[src/rtl/fifo_wr_arbiter.sv]
// fifo_wr_arbiter: round-robin, burst-bounded sharing of one FIFO write port among NREQ requesters.
// One-cycle arbitration; winc/req_ready gated combinationally by wfull. Define FIFOARB_LOCK_EN for whole-packet grants.
module fifo_wr_arbiter #(
  parameter  int NREQ     = 4,
  parameter  int DSIZE    = 8,
  parameter  int MAXBURST = 16,
  localparam int IDW      = $clog2(NREQ),
  localparam int CW       = $clog2(MAXBURST + 1)
) (
  input  logic                  wclk,
  input  logic                  wrst_n,
  input  logic [NREQ-1:0]       req_valid,
  input  logic [NREQ*DSIZE-1:0] req_data,
  input  logic [NREQ-1:0]       req_last,
  output logic [NREQ-1:0]       req_ready,
  input  logic                  wfull,
  output logic                  winc,
  output logic [DSIZE-1:0]      wdata,
  output logic [IDW-1:0]        grant_id,
  output logic                  busy
);

  typedef enum logic {IDLE, XFER} state_t;

  state_t         state, state_nxt;
  logic [IDW-1:0] gnt, gnt_nxt;
  logic [IDW-1:0] rr_last, rr_nxt;
  logic [CW-1:0]  cnt, cnt_nxt;

  logic [IDW-1:0] pick_hi, pick_lo;
  logic           hi_vld, lo_vld;
  logic           sel_vld, sel_last, beat, rel_grant;

  // Two-pass rotate: first requester above rr_last, else the lowest one (wrap-around).
  always_comb begin
    pick_hi = '0;
    pick_lo = '0;
    hi_vld  = 1'b0;
    lo_vld  = 1'b0;
    for (int i = 0; i < NREQ; i++) begin
      if (!hi_vld && req_valid[i] && (IDW'(i) > rr_last)) begin
        pick_hi = IDW'(i);
        hi_vld  = 1'b1;
      end
      if (!lo_vld && req_valid[i]) begin
        pick_lo = IDW'(i);
        lo_vld  = 1'b1;
      end
    end
  end

  always_comb begin
    sel_vld = 1'b0;
    wdata   = req_data[DSIZE-1:0];
    for (int i = 0; i < NREQ; i++) begin
      if (gnt == IDW'(i)) begin
        sel_vld = req_valid[i];
        wdata   = req_data[i*DSIZE +: DSIZE];
      end
    end
  end

`ifdef FIFOARB_LOCK_EN
  always_comb begin
    sel_last = 1'b0;
    for (int i = 0; i < NREQ; i++) begin
      if (gnt == IDW'(i)) sel_last = req_last[i];
    end
  end
`else
  logic unused_last;
  assign sel_last    = 1'b0;
  assign unused_last = ^{req_last, sel_last};
`endif

  always_comb begin
    state_nxt = state;
    gnt_nxt   = gnt;
    rr_nxt    = rr_last;
    cnt_nxt   = cnt;
    req_ready = '0;
    beat      = 1'b0;
    rel_grant = 1'b0;
    case (state)
      IDLE: begin
        if (lo_vld) begin
          gnt_nxt   = hi_vld ? pick_hi : pick_lo;
          rr_nxt    = hi_vld ? pick_hi : pick_lo;
          cnt_nxt   = '0;
          state_nxt = XFER;
        end
      end
      XFER: begin
        for (int i = 0; i < NREQ; i++) begin
          req_ready[i] = (gnt == IDW'(i)) & ~wfull;
        end
        beat = sel_vld & ~wfull;
`ifdef FIFOARB_LOCK_EN
        if (beat && cnt != CW'(MAXBURST)) cnt_nxt = cnt + CW'(1);
        rel_grant = beat & sel_last;
`else
        if (beat) cnt_nxt = cnt + CW'(1);
        rel_grant = ~sel_vld | (beat & (cnt == CW'(MAXBURST - 1)));
`endif
        if (rel_grant) state_nxt = IDLE;
      end
      default: state_nxt = IDLE;
    endcase
  end

  always_ff @(posedge wclk or negedge wrst_n) begin
    if (!wrst_n) begin
      state   <= IDLE;
      gnt     <= '0;
      rr_last <= IDW'(NREQ - 1);
      cnt     <= '0;
    end else begin
      state   <= state_nxt;
      gnt     <= gnt_nxt;
      rr_last <= rr_nxt;
      cnt     <= cnt_nxt;
    end
  end

  assign winc     = beat;
  assign grant_id = gnt;
  assign busy     = (state == XFER);

endmodule

[config.mk]
export PLATFORM = sky130hd
export DESIGN_NAME = fifo_wr_arbiter
export DESIGN_NICKNAME = d
export VERILOG_FILES = /design/src/rtl/fifo_wr_arbiter.sv
export SDC_FILE = /design/constraint.sdc
export NUM_CORES = 1
export LEC_CHECK = 0
export ABC_AREA = 1
export CORE_UTILIZATION = 35
export CTS_CLUSTER_DIAMETER = 30
export DETAILED_ROUTE_END_ITERATION = 12
export PLACE_DENSITY = 0.85
export SLEW_MARGIN = 20
export SYNTH_ARGS = -nofsm -noshare
export SYNTH_HDL_FRONTEND = slang
export SYNTH_SLANG_ARGS = --single-unit
[constraint.sdc]
create_clock -name wclk -period 1.5 [get_ports wclk]
set_clock_uncertainty 0.2 [all_clocks]
set_input_delay 0.225 -clock wclk [delete_from_list [all_inputs] [get_ports wclk]]
set_output_delay 0.225 -clock wclk [all_outputs]
set_load 0.01 [all_outputs]
==> summary.txt <==
IO Pins: 59
Min-Delay Path Class: in2async
H-Tree Depth: 1
Yosys top cell by area: dfrtp_1
Routed WL: 3.92 mm
post-synthesis sequential area ratio: 0.291
Synth area leaders: dfrtp_1 23%, nand2_1 16%, nor2_1 10%
GRT Overall Usage: 0.275
r2r startpoint: grant_id[0]
footprint of the multi-input gates: 711 sq um
Vias/cell: 5.23
synth unique cells: 26
Yosys top cell area share: 0.231
sequential cell area: 255 sq um
yosys warns: 0
vias in the first global route: 1,284
Fill cells: 113
drt pass-1 iters: 4
Slew @ Worst Pin: 0.462 ns
layout net count: 277
count leader, synth: nand2_1
clock buffer depth: 2
Commonest cells post-synth: 37 x nand2_1, 23 x nor2_1, 11 x nand3_1, 10 x inv_1, 8 x dfrtp_1
Pwr Density: 1820 nW/um^2
final setup vio count: 21
violated checks: setup timing
worst vdd ir: 1170 uV
fin. max-slew vios: 0
min Tclk post-route: 1.90 ns
average size of a mapped cell: 6.42 sq um
Yosys reg bits: 10
Vias: 1,354
CTS tree: built
cell area after technology mapping: 867 sq um
Final WS setup: -0.395 ns
Cells after Synth: 135
status: finished, violations left
fin crit share: 1.26
share of cells above drive strength 1: 0.481
initial antenna violation count: 0
# port buffers: 54
worst reg2reg path endpoint: busy
Final HPWL DP: 2.43 mm
Fmax: 528 MHz
core area: 2280 sq um
Worst path slowest cell: dfrtp_2
top_reg_cell synth: dfrtp_1
Clock Tree Root: clkbuf_4
setup TNS: -5.12 ns
asr flop ratio synth: 1.00
die height: 51.8 um
row count: 17
CP Data Required Time: 1.07 ns
element type at the critical path end: output pin
largest net degree at the start of global routing: 11
crit-path max cell delay: 0.46 ns
Mapped Nets: 180
leak pwr: 0.928 nW
DRC: 0
Fin. Hold Viols: 0
RSZ-0062 raised after global routing: yes
worst setup path class: reg2out
TritonCTS Buffers: 3
Critical Path Start Type: flip-flop
drt wl/cell: 15.2 um
Die Span X: 51.8 um
normalized max-slew margin: 0.691
worst-case reg-to-reg path depth: 9
CTS Sinks: 10
gr ovfl total: 0
initial core utilization: 0.381
Die ar.: 2680 sq um
R2R setup slack: -0.22 ns
initial DRC count: 39
final hold slack: 0.0711 ns
clk slew on worst S/H paths: 0.07 ns
crit path max fanout: 7
first-pass GRT wire length: 5.45 mm
RePlAce Congestion: 0.938
Max Cap Viol: 0
antenna cells: 0
crit path DAT: 1.47 ns
crit path cell chain: buf_6 -> nand2_8 -> o21ai_1 -> o31ai_2 -> buf_2
Syn-to-layout area delta: 122%
Post-synth EDFFs: 0
Antenna Violating Nets Remaining: 0
clk_lat worst skew: 0.27 ns
[power breakdown]
part | internal [mW] | total, mW | switching, mW | leakage, nW
logic | 1.36 | 2.75 | 1.39 | 0.784
registers | 0.390 | 0.504 | 0.115 | 0.123
clock network | 0.148 | 0.246 | 0.0983 | 0.0210
total | 1.90 | 3.50 | 1.60 | 0.928
[registers in the layout, indices dropped and copies added (netlist names)]
name	flops
busy	1
cnt	5
grant_id	2
rr_last	2
[per-layer routing]
metal  up-vias  GRT usage  wire length, um
li1        637          -                -
met2        69      0.524             2040
met5         -          0                0
met3        21     0.0673              303
met1       627      0.270             1440
met4         0      0.144              139
[worst max-delay path, delay by kind of cell, from the launching register on]
family | cells | cell delay [ns]
compound gates | 2 | 0.31
buf+inv | 2 | 0.33
flops | 1 | 0.46
simple gates | 1 | 0.09
[cell families (layout without fill, tap and decap cells)]
kind of cell	after synthesis	in the layout	synth area share
buf+inv	17	113	0.0794
simple gates	83	83	0.429
compound gates	22	22	0.162
xor+xnor	1	1	0.0101
flops	10	10	0.291
fa+ha+maj	2	2	0.0289
[layout make-up]
class,count,area share
clock buffers,4,0.0189
inverters,15,0.0345
multi-input cells,108,0.370
flip-flops and latches,10,0.133
well taps,28,0.0182
repair buffers,93,0.423
repair inverters,1,0.00326
[through the flow]
stage               area, sq um   util  setup WS (ns)  total power, mW  cells
floorplan                   890      -       0.000738             1.48    135
global placement           1660  0.727         -0.517             2.55    242
detailed placement         1660  0.727         -0.556             2.62    242
CTS                        1840  0.810         -0.338             3.23    253
global route               1920  0.844         -0.503             3.71    259
finish                     1920  0.844         -0.395             3.50    259
[what timing repair did]
item,4_1_cts,5_1_grt
pin swaps,16,4
setup endpoints to repair,25,25
gates cloned,1,0
hold endpoints to repair,0,0
setup buffers,7,8
hold buffers,0,0
resized for setup,115,13
[worst max path at each step]
stage / cells after the start / startpoint / to / slack, ns
final: 5 / grant_id[0] / wdata[5] / -0.40
after global routing: 6 / grant_id[0] / wdata[4] / -0.50
after CTS: 9 / grant_id[1] / winc / -0.34
after detailed placement: 8 / req_valid[0] / winc / -0.56
after global placement: 8 / req_valid[0] / winc / -0.52
after floorplan: 5 / grant_id[1] / wdata[3] / 0.0007
[placed cells by master (no fill, tap or decap), types with 3 or more instances in the layout]
cell type and n:
inv_1 6, dfrtp_1 6, buf_2 12, o21ai_1 10, nor2_2 7, buf_6 12, clkdlybuf4s50_1 36, clkbuf_4 3
nand3_2 7, nand2_4 4, buf_4 30, nor2_1 13, nand2_1 32, inv_2 7, nand2_2 5, nor2_4 4
o31ai_2 5, nand3_1 5
No activity file was read; power rests on OpenSTA's default activity.
